**src/rtl/c_pipe_ctrl_chain_if.sv**
```systemverilog
// Bundle of the control-chain signals: decode-side input word, per-stage stall/flush,
// per-stage registered outputs and the performance-debug event counters.
interface c_pipe_ctrl_chain_if #(
  parameter int unsigned WIDTH  = 12,
  parameter int unsigned STAGES = 3,
  parameter int unsigned CNT_W  = 16
);
  logic                      d_valid;
  logic [WIDTH-1:0]          d_ctrl;
  logic [STAGES-1:0]         stall;
  logic [STAGES-1:0]         flush;
  logic                      cnt_clr;
  logic [STAGES-1:0]         q_valid;
  logic [STAGES*WIDTH-1:0]   q_ctrl;
  logic [CNT_W-1:0]          stall_cnt;
  logic [CNT_W-1:0]          flush_cnt;

  modport master (
    output d_valid, d_ctrl, stall, flush, cnt_clr,
    input  q_valid, q_ctrl, stall_cnt, flush_cnt
  );

  modport slave (
    input  d_valid, d_ctrl, stall, flush, cnt_clr,
    output q_valid, q_ctrl, stall_cnt, flush_cnt
  );
endinterface

```
**src/rtl/c_pipe_ctrl_chain.sv**
```systemverilog
// Configurable chain of control-word pipeline registers with per-stage stall/flush,
// automatic bubble insertion and saturating stall/flush event counters.
module c_pipe_ctrl_chain #(
  parameter int unsigned      WIDTH        = 12,
  parameter int unsigned      STAGES       = 3,
  parameter logic [WIDTH-1:0] BUBBLE_VALUE = '0,
  parameter int unsigned      CNT_W        = 16
) (
  input  logic                  clk,
  input  logic                  reset,
  c_pipe_ctrl_chain_if.slave    bus
);

  logic [STAGES-1:0] hold;
  logic [STAGES-1:0] valid_vec;
  logic [WIDTH-1:0]  word_vec [STAGES];

  logic [CNT_W-1:0]  stall_cnt_q, stall_cnt_d;
  logic [CNT_W-1:0]  flush_cnt_q, flush_cnt_d;
  logic              any_stall;
  logic              any_flush_valid;

  for (genvar i = 0; i < STAGES; i++) begin : g_stage
    logic [WIDTH-1:0] word_q, word_d;
    logic             valid_q, valid_d;
    logic [WIDTH-1:0] src_word;
    logic             src_valid;
    logic             up_hold;

    // A stall anywhere downstream freezes this stage too, so nothing is overwritten.
    assign hold[i] = |bus.stall[STAGES-1:i];

    if (i == 0) begin : g_head
      // Invalid input words are squashed so a bubble always carries BUBBLE_VALUE.
      assign src_word  = bus.d_valid ? bus.d_ctrl : BUBBLE_VALUE;
      assign src_valid = bus.d_valid;
      assign up_hold   = 1'b0;
    end else begin : g_body
      assign src_word  = word_vec[i-1];
      assign src_valid = valid_vec[i-1];
      assign up_hold   = hold[i-1];
    end

    always_comb begin
      word_d  = word_q;
      valid_d = valid_q;
      if (bus.flush[i]) begin
        word_d  = BUBBLE_VALUE;
        valid_d = 1'b0;
      end else if (!hold[i]) begin
        // Upstream frozen while this stage drains: insert a bubble behind it.
        if (up_hold) begin
          word_d  = BUBBLE_VALUE;
          valid_d = 1'b0;
        end else begin
          word_d  = src_word;
          valid_d = src_valid;
        end
      end
    end

    always_ff @(posedge clk or posedge reset) begin
      if (reset) begin
        word_q  <= BUBBLE_VALUE;
        valid_q <= 1'b0;
      end else begin
        word_q  <= word_d;
        valid_q <= valid_d;
      end
    end

    assign word_vec[i]                      = word_q;
    assign valid_vec[i]                     = valid_q;
    assign bus.q_ctrl[i*WIDTH +: WIDTH]     = word_q;
    assign bus.q_valid[i]                   = valid_q;
  end

  assign any_stall       = |bus.stall;
  assign any_flush_valid = |(bus.flush & valid_vec);

  always_comb begin
    stall_cnt_d = stall_cnt_q;
    flush_cnt_d = flush_cnt_q;
    if (bus.cnt_clr) begin
      stall_cnt_d = '0;
      flush_cnt_d = '0;
    end else begin
      if (any_stall && (stall_cnt_q != '1)) begin
        stall_cnt_d = stall_cnt_q + CNT_W'(1);
      end
      if (any_flush_valid && (flush_cnt_q != '1)) begin
        flush_cnt_d = flush_cnt_q + CNT_W'(1);
      end
    end
  end

  always_ff @(posedge clk or posedge reset) begin
    if (reset) begin
      stall_cnt_q <= '0;
      flush_cnt_q <= '0;
    end else begin
      stall_cnt_q <= stall_cnt_d;
      flush_cnt_q <= flush_cnt_d;
    end
  end

  assign bus.stall_cnt = stall_cnt_q;
  assign bus.flush_cnt = flush_cnt_q;

endmodule
```
**src/flat_wrapper.sv**
```systemverilog
// flat-port wrapper written by rule: the top's interface ports become plain ports
module c_pipe_ctrl_chain_flat 
#(
  parameter int unsigned      WIDTH        = 12,
  parameter int unsigned      STAGES       = 3,
  parameter logic [WIDTH-1:0] BUBBLE_VALUE = '0,
  parameter int unsigned      CNT_W        = 16
)
  (clk, reset, bus_d_valid, bus_d_ctrl, bus_stall, bus_flush, bus_cnt_clr, bus_q_valid, bus_q_ctrl, bus_stall_cnt, bus_flush_cnt);
  c_pipe_ctrl_chain_if #(.WIDTH(WIDTH), .STAGES(STAGES), .CNT_W(CNT_W)) bus_i ();
  input  logic clk;
  input  logic reset;
  input wire logic [$bits(bus_i.d_valid)-1:0] bus_d_valid;
  input wire logic [$bits(bus_i.d_ctrl)-1:0] bus_d_ctrl;
  input wire logic [$bits(bus_i.stall)-1:0] bus_stall;
  input wire logic [$bits(bus_i.flush)-1:0] bus_flush;
  input wire logic [$bits(bus_i.cnt_clr)-1:0] bus_cnt_clr;
  output wire logic [$bits(bus_i.q_valid)-1:0] bus_q_valid;
  output wire logic [$bits(bus_i.q_ctrl)-1:0] bus_q_ctrl;
  output wire logic [$bits(bus_i.stall_cnt)-1:0] bus_stall_cnt;
  output wire logic [$bits(bus_i.flush_cnt)-1:0] bus_flush_cnt;
  assign bus_i.d_valid = bus_d_valid;
  assign bus_i.d_ctrl = bus_d_ctrl;
  assign bus_i.stall = bus_stall;
  assign bus_i.flush = bus_flush;
  assign bus_i.cnt_clr = bus_cnt_clr;
  assign bus_q_valid = bus_i.q_valid;
  assign bus_q_ctrl = bus_i.q_ctrl;
  assign bus_stall_cnt = bus_i.stall_cnt;
  assign bus_flush_cnt = bus_i.flush_cnt;
  c_pipe_ctrl_chain #(.WIDTH(WIDTH), .STAGES(STAGES), .BUBBLE_VALUE(BUBBLE_VALUE), .CNT_W(CNT_W)) u_core (.clk(clk), .reset(reset), .bus(bus_i));
endmodule
```
**config.mk**
```make
export PLATFORM = sky130hd
export DESIGN_NAME = c_pipe_ctrl_chain_flat
export DESIGN_NICKNAME = d
export VERILOG_FILES = /design/src/rtl/c_pipe_ctrl_chain_if.sv /design/src/rtl/c_pipe_ctrl_chain.sv /design/src/flat_wrapper.sv
export SDC_FILE = /design/constraint.sdc
export NUM_CORES = 1
export LEC_CHECK = 0
export BUFFER_PORTS_ARGS = -buffer_cell sky130_fd_sc_hd__buf_2
export CAP_MARGIN = 20
export CORE_MARGIN = 1.5
export CORE_UTILIZATION = 30
export DETAILED_ROUTE_END_ITERATION = 8
export PLACE_DENSITY = 0.51
export SLEW_MARGIN = 20
export SYNTH_ARGS = -nofsm -noshare
export SYNTH_HDL_FRONTEND = slang
export SYNTH_SLANG_ARGS = --single-unit
```
**constraint.sdc**
```tcl
create_clock -name clk -period 3 [get_ports clk]
set_input_delay 0.45 -clock clk [delete_from_list [all_inputs] [get_ports clk]]
set_output_delay 0.45 -clock clk [all_outputs]
set_load 0.01 [all_outputs]
```
* Yosys cells after proc, flatten, opt, wreduce, memory -nomap -nowiden
Index checks and enable logic that the tools add are counted.
Operators by class: add/sub/neg operators 2, eq/ne operators 5, mux-type cells 21, bitwise logic cells 1, reductions and logical operators 7
Operators with widths (count):
- $mux W12 | 9
- $mux W16 | 4
- $add A16 B1 Y16 const B | 2
- $ne A16 B16 Y1 const B | 2
- $mux W1 | 8
- $reduce_or A3 Y1 | 2
- $ne A2 B2 Y1 const B | 2
- $reduce_bool A2 Y1 | 2
- $and A3 B3 Y3 | 1
- $logic_and A1 B1 Y1 | 2
- $ne A2 B1 Y1 const B | 1
- $reduce_or A2 Y1 | 1
Storage, ports and cells: register bits 71, input port bits 22, output and inout port bits 71, word-level logic and storage cells 44

* Longest topological paths before layout
Gate-level depths: netlist (run 1).
depth in word-level cells 5, gate-level depth with buffers 6, depth with buffers taken out 5

* Worst setup path after synthesis (run 1)
Ideal clock, no wire load.
path kind reg2reg, start reg u_core.stall_cnt_q[6] (netlist: u_core.bus.stall_cnt[6]), end reg u_core.stall_cnt_q[15] (netlist: u_core.bus.stall_cnt[15]), setup time 78 ps, data arrival time 1834 ps, data required time 2922 ps, setup slack 1088 ps, stages on the path, launching flop included 6, path buffers 1, period minus slack after synthesis 1912 ps, cell sequence dfrtp_1 nand4_2 or4_1 buf_2 or4_1 a21oi_1
On the way: cells in the longest elaborated chain, start to end 3, elaborated cells on any way between the ends 6, those cells by class add/sub: 1; eq/ne: 1; mux: 2; reduce/logical: 2
RTL lines:
- start, declared | line c_pipe_ctrl_chain.sv:18 | logic [CNT_W-1:0] stall_cnt_q, stall_cnt_d;
- start signal, assigned | line c_pipe_ctrl_chain.sv:102 | stall_cnt_q <= stall_cnt_d;
- $add A16 B1 Y16 or $ne A16 B16 Y1 (tied branches) | line c_pipe_ctrl_chain.sv:89, c_pipe_ctrl_chain.sv:88
- $mux W16 or $logic_and A1 B1 Y1 (tied branches) | line c_pipe_ctrl_chain.sv:88 | if (any_stall && (stall_cnt_q != '1)) begin
- $mux W16 or $reduce_bool A2 Y1 (tied branches)
Parallel ways exist; a longest one is shown, timed or not. The select of a mux whose other input is x is not followed. A chain may end at the register's enable or synchronous reset.

* Final worst setup path (run 1)
start reg u_core.stall_cnt_q[4] (netlist: u_core.bus.stall_cnt[4]), end reg u_core.stall_cnt_q[11] (netlist: u_core.bus.stall_cnt[11])
Same word-level chain as after synthesis.

==> flow_summary.json, run 1 <==
{
  "drc": 0,
  "startpoint_type": "flip-flop",
  "p_per_area_mw_per_mm2": 471,
  "drt-total-wl_mm": 8.26,
  "clock_path_buffers": 2,
  "maxCapViolations": 0,
  "path_common_cell": "or4_1",
  "io_pins": 93,
  "port_buffers": 92,
  "path_max_fanout": 8,
  "min_path_type": "in -> async",
  "worstMarginPinSlew_ps": 982,
  "dp_cells": 518,
  "fin_tns_setup_ps": 0,
  "yosys.cell_types.count": 44,
  "clk_pin_slew_ps": 80,
  "fill_cells": 1053,
  "clkPwrFrac_pct": 43.9,
  "synthToLayoutAreaGrowth_pct": 25.0,
  "stdcell_area_sq_mm": 0.00407,
  "grt_pass1_vias": 2697,
  "hold_viol": 0,
  "final_common_cell": "buf_2",
  "p_comb_share_pct": 5.3,
  "core-area_sq_mm": 0.0104,
  "synth_edf_count": 0,
  "rsz0062_at_grt": "no",
  "fmax_ghz": 0.493,
  "clock_latency_ps": 340,
  "status": "complete, no violations",
  "postCtsSetupRepairBufs": 0,
  "grt_start_max_net_pins": 35,
  "hold_buffers": 0,
  "synth_cells": 304,
  "diodes": 0,
  "cp-startpoint": "u_core.bus.stall_cnt[4]",
  "synthArstFlopShare_pct": 100,
  "required_ps": 3260,
  "start_util_pct": 31.3,
  "drtIter0Drc": 106,
  "p_seq_share_pct": 50.8,
  "final_util_pct": 39.1,
  "fin_cells": 533,
  "p_switching_mw": 0.453,
  "die_h_um": 107,
  "avgRoutedWirePerCell_um": 15.5,
  "synth_nets": 328,
  "fin_hold_ws_ps": 119,
  "ant_nets": 0,
  "p_sw_share_pct": 23.6,
  "avgSynthCellArea_sq_um": 10.7,
  "grt_overflow": 0,
  "die_w_um": 107,
  "antenna_found_initial": 0,
  "setup_violations": 0,
  "fin_worst_skew_ps": 14.8,
  "yosys_most_used_dff": "dfrtp_1",
  "end_kind": "flip-flop",
  "internal-power_mw": 1.46,
  "routed_via_density": 5.39,
  "fp-row-count": 37,
  "root_buffer": "clkbuf_8",
  "numCtsBuffers": 9,
  "drt-pass1-iter-count": 5,
  "dp_slack_ps": 767,
  "max_stage_delay_ps": 680,
  "relSlewSlack_pct": 34.3,
  "synth_seq_cells": 71,
  "grt_pass1_wl_mm": 13.6,
  "worstPathArrival_ps": 2290,
  "route.vias.total": 2874,
  "dpl-instance-area_sq_mm": 0.00385,
  "grtUsageTotal_pct": 15.0,
  "min_period_ps": 2030,
  "peakVddDrop_v": 0.000237,
  "cpMaxStageDelayCell": "or4_1",
  "ys_warn_count": 0,
  "criticalPathCategory": "reg -> reg",
  "crit_chain": "nand4_2 -> or4_1 -> or4_1 -> a21oi_1",
  "synth.yosys.seq_area_share_pct": 54.6,
  "p_total_mw": 1.92,
  "gp_congestion": 0.710,
  "drive_above_1_share_pct": 31.5,
  "cts_tree": "done",
  "cts.sinks": 71,
  "r2r_start": "u_core.bus.stall_cnt[4]",
  "htree_num_levels": 3,
  "final_max_slew_viol_count": 0,
  "nets": 417,
  "cts_resized": 0,
  "power_leakage_nw": 1.94,
  "period_share_pct": 67.6,
  "die_area_sq_mm": 0.0115,
  "setup_slack_ps": 973,
  "dp_hpwl_mm": 5.96,
  "final_cell_mix": "buf_2 (92), dfrtp_1 (71), nor2_1 (25), a22o_1 (25), a21oi_1 (24)",
  "synth_area_sq_mm": 0.00326
}
-- final timing paths --
check / endpoint / depth (start not counted) / slack, ps
setup / recovery: u_core.bus.stall_cnt[11] / 4 / 970
hold / removal: u_core.g_stage[0].valid_q / 2 / 120
setup reg to reg: u_core.bus.stall_cnt[11] / 4 / 970
hold reg to reg: u_core.g_stage[1].word_q[2] / 1 / 520
max in group asynchronous: u_core.bus.flush_cnt[11] / 3 / 2150
min in group clk: u_core.g_stage[0].word_q[7] / 2 / 320
-- kinds of logic (layout without fill, tap and decap cells) --
family | after synthesis | after routing | share of synthesized area [%]
muxes | 5 | 5 | 1.69
AOI/OAI and AO/OA | 97 | 97 | 21.1
adders and majority gates | 2 | 2 | 0.768
and+or+nand+nor | 102 | 102 | 18.3
DFF | 71 | 71 | 54.6
buffers and inverters | 27 | 120 | 3.53
-- metal layers --
layer,share of wire (%),vias up,GRT usage [%]
li1,-,1361,-
met1,46,1409,20.3
met2,46,93,22.4
met3,7.7,11,5.29
met4,1.1,0,4.76
met5,0,-,0
-- synth_stat cells (all sizes together) (2+ instances only) --
cell | count | area [sq um]
a211oi | 2 | 15.0
a21o | 2 | 15.0
a21oi | 24 | 120
a22o | 25 | 219
a22oi | 13 | 97.6
buf | 5 | 32.5
clkbuf | 16 | 60.1
dfrtp | 71 | 1780
ha | 2 | 25.0
inv | 6 | 22.5
mux2 | 4 | 45.0
nand2 | 9 | 33.8
nand3 | 8 | 40.0
nand4 | 11 | 75.1
nor2 | 25 | 93.8
nor2b | 4 | 25.0
nor3 | 3 | 26.3
nor4 | 4 | 25.0
nor4b | 2 | 17.5
o21ai | 9 | 45.0
o21bai | 2 | 15.0
o31ai | 13 | 97.6
o41ai | 2 | 17.5
or3 | 12 | 75.1
or4 | 15 | 114
or4b | 2 | 20.0
-- registers in the layout, indices dropped and copies added (netlist names) --
name and flops:
u_core.bus.flush_cnt 16, u_core.g_stage.word_q 36, u_core.g_stage.valid_q 3, u_core.bus.stall_cnt 16
-- worst max-delay path, delay by kind of cell (launching register included) --
family | cells | cell delay [ps]
compound gates | 1 | 150
flops | 1 | 450
simple gates | 3 | 1350
-- power by group through the flow --
stage	Sequential [mW]	Combinational [mW]	Clock, mW
floorplan	0.995	0.0528	0
global placement	0.993	0.104	0
detailed placement	0.993	0.104	0
CTS	0.974	0.104	0.867
global route	0.976	0.114	0.913
finish	0.974	0.101	0.841
-- cell type report --
cell class	count	area, sq um	area share [%]
timing repair buffer	99	513	12.6
sequential	71	1780	43.7
multi-input combinational	206	1370	33.7
inverter	6	22.5	0.553
clock buffer	9	124	3.04
clock inverter	6	93.8	2.31
tap	136	170	4.18
Note: power is estimated with default switching activity, not from simulation.
==> run 2, diff against run 1 <==
- clock period: 3 -> 2.1 ns (I/O delays scaled with it)
==> run 2 against run 1 <==
  * Critical path depth unchanged
  * Wire length up 4.0%
  * Die area unchanged
  * Register-to-register slack worse by 870 ps
  * Combinational power up 58%
  * Sequential power up 43%
  * Total power up 36%
  * Setup slack worse by 870 ps
==> flow_summary.json, run 2 (same netlist as run 1, synthesis figures left out) <==
{
  "period_share_pct": 95.1,
  "worstMarginPinSlew_ps": 834,
  "p_switching_mw": 0.703,
  "postCtsSetupRepairBufs": 0,
  "route.vias.total": 2916,
  "p_seq_share_pct": 53.2,
  "synthToLayoutAreaGrowth_pct": 28.0,
  "wl_met2_mm": 4.00,
  "p_per_area_mw_per_mm2": 626,
  "peakVddDrop_v": 0.000291,
  "r2r_start": "u_core.bus.stall_cnt[4]",
  "grt_start_max_net_pins": 72,
  "end_kind": "flip-flop",
  "core-area_sq_mm": 0.0104,
  "dp_slack_ps": 101,
  "die_area_sq_mm": 0.0115,
  "die_w_um": 107,
  "largest_reg_flops": 36,
  "top_layer": "met4",
  "rrSetupSlack_ps": 100,
  "r2r_end": "u_core.bus.stall_cnt[15]",
  "power_leakage_nw": 2.00,
  "setup_violations": 0,
  "clkPwrFrac_pct": 40.6,
  "grtUsageTotal_pct": 15.8,
  "top_register": "u_core.g_stage.word_q",
  "diodes": 0,
  "nets": 431,
  "final_max_slew_viol_count": 0,
  "start_util_pct": 31.3,
  "gp_congestion": 0.792,
  "drive_above_1_share_pct": 34.2,
  "ant_nets": 0,
  "final_common_cell": "buf_2",
  "io_pins": 93,
  "p_sw_share_pct": 26.9,
  "maxCapViolations": 0,
  "p_comb_share_pct": 6.1,
  "path_max_fanout": 8,
  "cp-startpoint": "u_core.bus.stall_cnt[4]",
  "port_buffers": 92,
  "criticalPathCategory": "reg -> reg",
  "grt_pass1_vias": 2849,
  "avgRoutedWirePerCell_um": 15.7,
  "fmax_ghz": 0.501,
  "numCtsBuffers": 9,
  "required_ps": 2370,
  "setup_slack_ps": 102,
  "clk_pin_slew_ps": 90,
  "grt_overflow": 0,
  "ff2ff_path_depth": 4,
  "dp_hpwl_mm": 6.20,
  "fin_worst_skew_ps": 11.8,
  "internal-power_mw": 1.91,
  "clock_latency_ps": 350,
  "fin_hold_ws_ps": 42.3,
  "wl_met3_um": 606,
  "min_period_ps": 2000,
  "final_cell_mix": "buf_2 (92), dfrtp_1 (71), nor2_1 (25), a22o_1 (25), a21oi_1 (24)",
  "fin_tns_setup_ps": 0,
  "cts.sinks": 71,
  "status": "complete, no violations",
  "min_path_type": "in -> async",
  "relSlewSlack_pct": 44.2,
  "fp-row-count": 37,
  "antenna_found_initial": 0,
  "htree_num_levels": 3,
  "drtIter0Drc": 119,
  "root_buffer": "clkbuf_8",
  "drt-total-wl_mm": 8.59,
  "drc": 0,
  "clock_path_buffers": 2,
  "wl_met1_mm": 3.88,
  "worstPathArrival_ps": 2270,
  "startpoint_type": "flip-flop",
  "fill_cells": 1062,
  "cts_tree": "done",
  "grt_pass1_wl_mm": 14.3,
  "routed_via_density": 5.32,
  "hold_viol": 0,
  "drt-pass1-iter-count": 4,
  "p_total_mw": 2.61,
  "die_h_um": 107,
  "rsz0062_at_grt": "no"
}
## run 2: cell count changes in the layout (fill, tap and decap cells not counted), sizes merged
cell and delta:
buf +14, bufinv -2, clkbuf +1, clkinv +1, clkinvlp +1
## run 2: layout make-up
type	count	area, sq um	share of cell area (%)
clock buffer	10	138	3.30
clock inverter	6	51.3	1.23
inverter	6	26.3	0.630
multi-input combinational	206	1380	33.0
sequential	71	1780	42.6
tap	136	170	4.08
timing repair buffer	113	631	15.1
## run 2: per-stage QoR
step | area [sq um] | instances | util, %
6_report | 4170 | 548 | 40.0
5_1_grt | 4170 | 548 | 40.0
4_1_cts | 4160 | 548 | 40.0
3_5_place_dp | 3970 | 532 | 38.2
3_3_place_gp | 3970 | 532 | 38.2
2_1_floorplan | 3260 | 304 | -
## run 2: worst max-delay path by stage
stage / to / cells past startpoint / slack [ps]
after floorplan: u_core.bus.stall_cnt[15] / 5 / 190
final: u_core.bus.stall_cnt[15] / 4 / 100
after global routing: u_core.bus.stall_cnt[15] / 4 / 9
after CTS: u_core.bus.flush_cnt[13] / 5 / 100
after global placement: u_core.bus.stall_cnt[15] / 4 / 160
after detailed placement: u_core.bus.flush_cnt[13] / 6 / 100
## run 2: power by group through the flow
stage               clock network (mW)  registers [mW]  logic (mW)
floorplan                            0            1.42      0.0758
global placement                     0            1.42       0.163
detailed placement                   0            1.42       0.165
CTS                               1.10            1.39       0.165
global route                      1.15            1.39       0.182
finish                            1.06            1.39       0.160
## run 2: what timing repair did
item                       4_1_cts  5_1_grt
gates resized for setup          0        2
setup endpoints to repair        0        2
hold buffers                     0        0
## run 2: critical path: stages (launching register included)
cell	delay, ps
dfrtp_1	430
nand4_2	120
or4_1	680
or4_1	540
a21oi_1	160
## run 2: per-layer routing
layer | global-route usage, % | up-vias
met1 | 19.9 | 1421
li1 | - | 1392
met2 | 25.6 | 93
met4 | 4.57 | 0
met3 | 5.71 | 10
met5 | 0 | -
